`src/rtl/mem_bus_pkg.sv`:
```
// Shared types and constants for the mem_bus_master initiator.
package mem_bus_pkg;

    localparam int unsigned ADDR_W_DEF = 15;
    localparam int unsigned DATA_W_DEF = 8;
    localparam int unsigned WAIT_W     = 4;
    localparam int unsigned IDLE_BUS   = 0;

    typedef enum logic [2:0] {
        IDLE    = 3'd0,
        WR_DATA = 3'd1,
        WR_ADDR = 3'd2,
        RD_ADDR = 3'd3,
        VERIFY  = 3'd4
    } state_e;

endpackage

```
`src/rtl/mem_bus_master_if.sv`:
```
// CPU request/response and memory bus signals of mem_bus_master.
interface mem_bus_master_if
    import mem_bus_pkg::*;
#(
    parameter int unsigned ADDR_WIDTH = ADDR_W_DEF,
    parameter int unsigned DATA_WIDTH = DATA_W_DEF
);
    logic                  req_valid;
    logic                  req_ready;
    logic                  req_write;
    logic [ADDR_WIDTH-1:0] req_addr;
    logic [DATA_WIDTH-1:0] req_wdata;
    logic                  resp_valid;
    logic [DATA_WIDTH-1:0] resp_rdata;
    logic                  resp_error;
    logic                  memWriteReq;
    logic [ADDR_WIDTH-1:0] memReqBus;
    logic [DATA_WIDTH-1:0] mem_rdata;

    modport master (
        input  req_valid, req_write, req_addr, req_wdata, mem_rdata,
        output req_ready, resp_valid, resp_rdata, resp_error, memWriteReq, memReqBus
    );

    modport slave (
        output req_valid, req_write, req_addr, req_wdata, mem_rdata,
        input  req_ready, resp_valid, resp_rdata, resp_error, memWriteReq, memReqBus
    );
endinterface

```
`src/rtl/mem_bus_master.sv`:
```
// Initiator turning CPU load/store requests into multiplexed memory bus sequences.
// Optional post-write readback check: define MEM_BUS_MASTER_READBACK_EN.
module mem_bus_master
    import mem_bus_pkg::*;
#(
    parameter int unsigned ADDR_WIDTH = ADDR_W_DEF,
    parameter int unsigned DATA_WIDTH = DATA_W_DEF,
    parameter int unsigned READ_WAIT  = 0
) (
    input  logic             clk,
    input  logic             reset,
    mem_bus_master_if.master bus
);

    state_e                r_state;
    state_e                w_state_nxt;
    logic [WAIT_W-1:0]     r_wait;
    logic [WAIT_W-1:0]     w_wait_nxt;
    logic [ADDR_WIDTH-1:0] r_addr;
    logic [ADDR_WIDTH-1:0] r_mem_bus;
    logic [ADDR_WIDTH-1:0] w_bus_nxt;
    logic                  r_mem_wreq;
    logic                  w_wreq_nxt;
    logic                  r_req_ready;
    logic                  r_resp_valid;
    logic                  w_resp_valid_nxt;
    logic [DATA_WIDTH-1:0] r_resp_rdata;
    logic [DATA_WIDTH-1:0] w_rdata_nxt;
    logic                  w_accept;
`ifdef MEM_BUS_MASTER_READBACK_EN
    logic [DATA_WIDTH-1:0] r_wdata;
    logic                  r_resp_error;
    logic                  w_error_nxt;
`endif

    assign w_accept = bus.req_valid && r_req_ready;

    // Next-state and next-output decode; every bus output is registered from these.
    always_comb begin
        w_state_nxt      = r_state;
        w_wait_nxt       = r_wait;
        w_wreq_nxt       = 1'b0;
        w_bus_nxt        = ADDR_WIDTH'(IDLE_BUS);
        w_resp_valid_nxt = 1'b0;
        w_rdata_nxt      = r_resp_rdata;
`ifdef MEM_BUS_MASTER_READBACK_EN
        w_error_nxt      = 1'b0;
`endif
        case (r_state)
            IDLE: begin
                if (w_accept) begin
                    if (bus.req_write) begin
                        w_state_nxt = WR_DATA;
                        w_wreq_nxt  = 1'b1;
                        w_bus_nxt   = ADDR_WIDTH'(bus.req_wdata);
                    end else begin
                        w_state_nxt = RD_ADDR;
                        w_wait_nxt  = WAIT_W'(READ_WAIT);
                        w_bus_nxt   = bus.req_addr;
                    end
                end
            end
            WR_DATA: begin
                w_state_nxt = WR_ADDR;
                w_bus_nxt   = r_addr;
            end
            WR_ADDR: begin
`ifdef MEM_BUS_MASTER_READBACK_EN
                w_state_nxt = VERIFY;
                w_wait_nxt  = WAIT_W'(READ_WAIT);
                w_bus_nxt   = r_addr;
`else
                w_state_nxt      = IDLE;
                w_resp_valid_nxt = 1'b1;
`endif
            end
            RD_ADDR: begin
                if (r_wait == '0) begin
                    w_state_nxt      = IDLE;
                    w_resp_valid_nxt = 1'b1;
                    w_rdata_nxt      = bus.mem_rdata;
                end else begin
                    w_wait_nxt = r_wait - WAIT_W'(1);
                    w_bus_nxt  = r_addr;
                end
            end
`ifdef MEM_BUS_MASTER_READBACK_EN
            VERIFY: begin
                if (r_wait == '0) begin
                    w_state_nxt      = IDLE;
                    w_resp_valid_nxt = 1'b1;
                    w_error_nxt      = (bus.mem_rdata != r_wdata);
                end else begin
                    w_wait_nxt = r_wait - WAIT_W'(1);
                    w_bus_nxt  = r_addr;
                end
            end
`endif
            default: begin
                w_state_nxt = IDLE;
            end
        endcase
    end

    // State, request latch and registered outputs.
    always_ff @(posedge clk) begin
        if (reset) begin
            r_state      <= IDLE;
            r_wait       <= '0;
            r_addr       <= '0;
            r_mem_wreq   <= 1'b0;
            r_mem_bus    <= ADDR_WIDTH'(IDLE_BUS);
            r_req_ready  <= 1'b1;
            r_resp_valid <= 1'b0;
            r_resp_rdata <= '0;
`ifdef MEM_BUS_MASTER_READBACK_EN
            r_wdata      <= '0;
            r_resp_error <= 1'b0;
`endif
        end else begin
            r_state      <= w_state_nxt;
            r_wait       <= w_wait_nxt;
            r_mem_wreq   <= w_wreq_nxt;
            r_mem_bus    <= w_bus_nxt;
            r_req_ready  <= (w_state_nxt == IDLE);
            r_resp_valid <= w_resp_valid_nxt;
            r_resp_rdata <= w_rdata_nxt;
            if (w_accept) begin
                r_addr <= bus.req_addr;
            end
`ifdef MEM_BUS_MASTER_READBACK_EN
            r_resp_error <= w_error_nxt;
            if (w_accept) begin
                r_wdata <= bus.req_wdata;
            end
`endif
        end
    end

    assign bus.req_ready   = r_req_ready;
    assign bus.resp_valid  = r_resp_valid;
    assign bus.resp_rdata  = r_resp_rdata;
    assign bus.memWriteReq = r_mem_wreq;
    assign bus.memReqBus   = r_mem_bus;
`ifdef MEM_BUS_MASTER_READBACK_EN
    assign bus.resp_error  = r_resp_error;
`else
    assign bus.resp_error  = 1'b0;
`endif

endmodule
```
`src/flat_wrapper.sv`:
```
// flat-port wrapper written by rule: the top's interface ports become plain ports
module mem_bus_master_flat import mem_bus_pkg::*;
#(
    parameter int unsigned ADDR_WIDTH = ADDR_W_DEF,
    parameter int unsigned DATA_WIDTH = DATA_W_DEF,
    parameter int unsigned READ_WAIT  = 0
)
  (clk, reset, bus_req_valid, bus_req_write, bus_req_addr, bus_req_wdata, bus_mem_rdata, bus_req_ready, bus_resp_valid, bus_resp_rdata, bus_resp_error, bus_memWriteReq, bus_memReqBus);
  mem_bus_master_if #(.ADDR_WIDTH(ADDR_WIDTH), .DATA_WIDTH(DATA_WIDTH)) bus_i ();
  input  logic clk;
  input  logic reset;
  input wire logic [$bits(bus_i.req_valid)-1:0] bus_req_valid;
  input wire logic [$bits(bus_i.req_write)-1:0] bus_req_write;
  input wire logic [$bits(bus_i.req_addr)-1:0] bus_req_addr;
  input wire logic [$bits(bus_i.req_wdata)-1:0] bus_req_wdata;
  input wire logic [$bits(bus_i.mem_rdata)-1:0] bus_mem_rdata;
  output wire logic [$bits(bus_i.req_ready)-1:0] bus_req_ready;
  output wire logic [$bits(bus_i.resp_valid)-1:0] bus_resp_valid;
  output wire logic [$bits(bus_i.resp_rdata)-1:0] bus_resp_rdata;
  output wire logic [$bits(bus_i.resp_error)-1:0] bus_resp_error;
  output wire logic [$bits(bus_i.memWriteReq)-1:0] bus_memWriteReq;
  output wire logic [$bits(bus_i.memReqBus)-1:0] bus_memReqBus;
  assign bus_i.req_valid = bus_req_valid;
  assign bus_i.req_write = bus_req_write;
  assign bus_i.req_addr = bus_req_addr;
  assign bus_i.req_wdata = bus_req_wdata;
  assign bus_i.mem_rdata = bus_mem_rdata;
  assign bus_req_ready = bus_i.req_ready;
  assign bus_resp_valid = bus_i.resp_valid;
  assign bus_resp_rdata = bus_i.resp_rdata;
  assign bus_resp_error = bus_i.resp_error;
  assign bus_memWriteReq = bus_i.memWriteReq;
  assign bus_memReqBus = bus_i.memReqBus;
  mem_bus_master #(.ADDR_WIDTH(ADDR_WIDTH), .DATA_WIDTH(DATA_WIDTH), .READ_WAIT(READ_WAIT)) u_core (.clk(clk), .reset(reset), .bus(bus_i));
endmodule
```
`config.mk`:
```
export PLATFORM = sky130hd
export DESIGN_NAME = mem_bus_master_flat
export DESIGN_NICKNAME = d
export VERILOG_FILES = /design/src/rtl/mem_bus_pkg.sv /design/src/rtl/mem_bus_master_if.sv /design/src/rtl/mem_bus_master.sv /design/src/flat_wrapper.sv
export SDC_FILE = /design/constraint.sdc
export NUM_CORES = 1
export LEC_CHECK = 0
export ABC_AREA = 0
export ABC_CLOCK_PERIOD_IN_PS = 1850
export CORE_MARGIN = 5
export CORE_UTILIZATION = 47
export CTS_BUF_LIST = sky130_fd_sc_hd__clkbuf_4
export DETAILED_ROUTE_END_ITERATION = 10
export GPL_TIMING_DRIVEN = 0
export HOLD_SLACK_MARGIN = 0.08
export PLACE_DENSITY = 0.81
export SLEW_MARGIN = 20
export SYNTH_ARGS = -nofsm -noshare
export SYNTH_HDL_FRONTEND = slang
export SYNTH_SLANG_ARGS = --single-unit
```
`constraint.sdc`:
```
create_clock -name clk -period 1.85 [get_ports clk]
set_input_delay 0.37 -clock clk [delete_from_list [all_inputs] [get_ports clk]]
set_output_delay 0.37 -clock clk [all_outputs]
set_load 0.02 [all_outputs]
```
# Word-level counts from Yosys, hierarchy flattened
# Cells that the tools add are included.
[word_totals] register_bits=48 output_inout_bits=27 elab_cells=40
[classes] add_sub_neg=1 eq_ne=6 mux=15 bitwise=2 n_reduce_logical=8
[op_table] operator="$mux W15" n=3
[op_table] operator="$pmux W15 S3" n=1
[op_table] operator="$mux W4" n=3
[op_table] operator="$pmux W3 S3" n=1
[op_table] operator="$pmux W4 S2" n=1
[op_table] operator="$eq A3 B2 Y1 const B" n=2
[op_table] operator="$logic_not A3 Y1" n=2
[op_table] operator="$mux W3" n=2
[op_table] operator="$logic_not A4 Y1" n=1
[op_table] operator="$ne A2 B2 Y1 const B" n=2
[op_table] operator="$reduce_and A4 Y1" n=1
[op_table] operator="$sub A4 B1 Y4 const B" n=1
[op_table] operator="$eq A3 B1 Y1 const B" n=1
[op_table] operator="$reduce_or A3 Y1" n=1
[op_table] operator="$mux W1" n=2
[op_table] operator="$mux W2" n=1
[op_table] operator="$ne A2 B1 Y1 const B" n=1
[op_table] operator="$not A1 Y1" n=2
[op_table] operator="$pmux W1 S2" n=1
[op_table] operator="$reduce_and A2 Y1" n=1
[op_table] operator="$reduce_bool A2 Y1" n=1
[op_table] operator="$logic_and A1 B1 Y1" n=1

# Logic depth before layout (Yosys ltp)
[depth] depth_word=4 mapped_depth=7 depth_no_buf=5

# Worst setup path after synthesis
# OpenSTA, ideal clock, no wires.
[synth_path] kind="reg2reg" startpoint="reg u_core.r_wait[0]" endpoint="reg u_core.r_resp_rdata[0], in the netlist u_core.bus.resp_rdata[0]" arrival_time_ps=1319 t_required_ps=1718 path_slack_ps=398 path_stages_with_launch=7 path_buffers=1 synth_period_minus_slack_ps=1452 cell_sequence="dfxtp_1 -> inv_1 -> ha_1 -> or3b_1 -> clkbuf_1 -> o21ai_0 -> a21oi_1"
[synth_via] elab_chain_len=2
[synth_lines] element="start: declaration" line="mem_bus_master.sv:17" text="logic [WAIT_W-1:0] r_wait;"
[synth_lines] element="start signal: assignment" line="mem_bus_master.sv:122" text="r_wait <= w_wait_nxt;"
[synth_lines] element="$logic_not A4 Y1" line="mem_bus_master.sv:78" text="if (r_wait == '0) begin"
[synth_lines] element="$reduce_and A2 Y1 (no source line)"
[synth_lines] element="end signal: assignment" line="mem_bus_master.sv:127" text="r_resp_rdata <= w_rdata_nxt;"
[synth_lines] element="end: declaration" line="mem_bus_master.sv:27" text="logic [DATA_WIDTH-1:0] r_resp_rdata;"
# Every way passes these cells.
# A chain may end at the register's enable or synchronous reset.

# Worst setup path in the final report
[layout_path] startpoint="reg u_core.r_req_ready, in the netlist u_core.bus.req_ready" endpoint="out bus_req_ready"
[layout_rtl] element="start: declaration" line="mem_bus_master.sv:24" text="logic r_req_ready;"
[layout_rtl] element="start signal: assignment" line="mem_bus_master.sv:125" text="r_req_ready <= (w_state_nxt == IDLE);"
[layout_rtl] element="end: declaration" line="flat_wrapper.sv:17" text="output wire logic [$bits(bus_i.req_ready)-1:0] bus_req_ready;"
# No word-level cell between the ends.

==> metrics.md <==
| Metric | Value |
|---|---|
| DP Wirelength | approximately 3200 um |
| Rel. slew slack | 54.5% |
| Peak supply drop | 0.482 mV |
| Clk sinks | 48 |
| LEAKAGE | between 0.0009 and 0.001 uW |
| Worst slew pin tran | 0.677 ns |
| CP Launch Point | u_core.bus.req_ready |
| Post-CTS resize count | 0 |
| Endpoints failing setup | 0 |
| Fmax | 577 MHz |
| Cts hold-fix bufs | 0 |
| Asr flop ratio synth | 0% |
| Rows | 23 |
| Slew Limit Fails | 0 |
| Critical R2R Launch | u_core.r_wait[0] |
| Mapped Area | about 1900 sq um |
| Crit path launch type | flop |
| CTS root buf | clkbuf_4 |
| Part of the Yosys area used for sequential elements | 49.7% |
| Top cell family by delay on the critical path | buffers and inverters |
| CTS buffer count | 5 |
| WP buf/inv | 1 |
| Clk pin slew, worst setup/hold paths | 0.13 ns |
| Hold Crit Class | in -> reg |
| CP endpoint kind | output pin |
| Yosys Warn Count | 0 |
| RSZ-0062 raised after global routing | false |
| Core area | 4000 sq um |
| Starting DRC count in detailed routing | between 100 and 150 |
| Area occupied by multi-input gates | 845 sq um |
| All-layer global routing usage | 16.5% |
| Slowest CP cell | clkdlybuf4s50_1 |
| Max-cap viol count | 0 |
| Deepest clock path buffer count | 2 |
| DR DRC count | 0 |
| Routed Antenna Nets | 0 |
| Placement-stage cell area | roughly 2600 sq um |
| Post-layout nets | approximately 320 |
| FF+latch count, synth | 48 |
| Worst Min Path Start | reset |
| Worst R2R Setup Slack | 0.20 ns |
| Synth area leaders | dfxtp_1 50%, a21oi_1 8.8%, nand2_1 6.6% |
| Drt wl/cell | approximately 13 um |
| H-Tree Depth | 2 |
| Clock Skew | roughly 0.014 ns |
| Final Cycle Share | 93.7% |
| Peak per-stage delay on the critical path | 0.64 ns |
| Length of the first detailed-routing pass in iterations | 4 |
| Syn_area_per_cell | 8.95 sq um |
| Initial core utilization | 48.3% |
| Critical Path AT | 1.36 ns |
| Post-CTS setup buffers | 0 |
| Largest net degree at the start of global routing | 14 |
| Via Count | 1742 |
| Post-Place Worst Slack | 0.0280 ns |
| Seq. cell area | 961 sq um |
| Pwr Density | 679 nW/um^2 |
| Layout fillers | 374 |
| Unique cell type count in the Yosys netlist | 37 |
| Share of cells above drive strength 1 | 7.77% |
| Cell area after layout | between 2000 and 3000 sq um |
| First-pass GRT wire length | 7200 um |
| Via density per instance | 5.23 |
| Min Tclk post-route | ~1.7 ns |
| Port Buffers | 58 |
| # placed instances | 325 |
| Syn Inst Count | 216 |
| Post-synth top cells | 48 x dfxtp_1, 34 x a21oi_1, 34 x nand2_1 |
| Critical path peak fanout | 4 |
| Worst-path cell chain | clkdlybuf4s50_1 |
| Area leader, netlist | dfxtp_1 |
| GPL Wtd Cong | 0.753 |
| CTS tree | yes |
| Setup CP Type | reg -> out |
| Hold Vio Cnt, Final | 0 |
| Routed WL | 4390 um |
| Initial antenna violation count | 0 |
| P&R area growth vs syn | 36.4% |
| Top-area cell type share of the netlist area | about half |
| Die Span Y | 74.1 um |
| Global route overflow | 0 |
| Final cell count without fillers | 333 |
| # diodes | 0 |
| Setup_tns | 0 ns |
| Die width | approximately 74 um |
| EDFF count, synth | 0 |
| WP data required | 1.48 ns |
| Vias in the first global route | 1671 |
| DIE AREA | 5500 sq um |
| Cell with the most instances after synthesis | dfxtp_1 |
| PnR worst setup slack | ~0.12 ns |
| Clk Latency, worst-skew pair | 0.35 ns |
| Status | finished, final reports clean |
| Dominant synthesized flop cell | dfxtp_1 |
| Io pins | 62 |
[placed cells by master, fill, tap and decap left out, drive strengths merged, types with 2 or more instances in the layout]
| master | count |
|---|---|
| a21oi | 34 |
| and4bb | 2 |
| buf | 9 |
| clkbuf | 16 |
| clkdlybuf4s50 | 58 |
| conb | 2 |
| dfxtp | 48 |
| ha | 2 |
| inv | 4 |
| mux2i | 8 |
| nand2 | 34 |
| nand3 | 22 |
| nor2 | 4 |
| o21ai | 11 |
| o2bb2ai | 8 |
| or3 | 2 |
| or4 | 2 |
[power by group]
group | switching (uW) | total, uW | internal [uW]
Clock | 301 | 477 | 176
Sequential | 14.3 | 1080 | 1060
Combinational | 108 | 234 | 126
[kinds of logic after synthesis]
logic type,after synthesis,synth area share [%]
and+or+nand+nor,75,19.5
AOI/OAI and AO/OA,60,18.4
DFF,48,49.7
buffers and inverters,22,6.80
muxes,8,4.14
adders and majority gates,2,1.29
other,1,0.194
[per-stage QoR]
| stage | hold slack [ns] | utilization [%] | power, uW |
|---|---|---|---|
| 2_1_floorplan | 0.432 | - | 1220 |
| 4_1_cts | 0.224 | 65.9 | 1810 |
| 3_3_place_gp | 0.439 | 64.5 | 1330 |
| 3_5_place_dp | 0.443 | 64.5 | 1340 |
| 5_1_grt | 0.225 | 65.9 | 1880 |
| 6_report | 0.230 | 65.9 | 1790 |
[layer usage]
layer / global-route usage, % / up-vias / share of wire (%)
met3: 2.97 / 2 / 5.7
met1: 20.2 / 812 / 43
met5: 0 / - / 0
met4: 5.03 / 0 / 0.55
li1: - / 887 / -
met2: 29.4 / 41 / 51
[path summary, 6_finish.rpt]
kind                              endpoint  depth (start not counted)
hold reg to reg           u_core.r_addr[7]                          2
setup / recovery             bus_req_ready                          1
hold / removal            u_core.r_wait[1]                          2
setup reg to reg  u_core.bus.resp_rdata[4]                          6
[registers in the layout (all words and copies together) (netlist names)]
register and flops:
u_core.bus.memWriteReq 1, u_core.r_addr 15, u_core.r_state 3, u_core.r_wait 4, u_core.bus.req_ready 1, u_core.bus.resp_rdata 8
u_core.bus.memReqBus 15, u_core.bus.resp_valid 1
[area by class of cell]
type / count / area share (%)
Buffer: 18 / 4.41
Clock buffer: 7 / 1.99
Clock inverter: 1 / 0.142
Inverter: 4 / 0.570
Multi-Input combinational cell: 147 / 32.0
Sequential cell: 48 / 36.4
Tap cell: 50 / 2.37
Timing Repair Buffer: 58 / 22.0
Note: power is estimated with default switching activity, not from simulation.
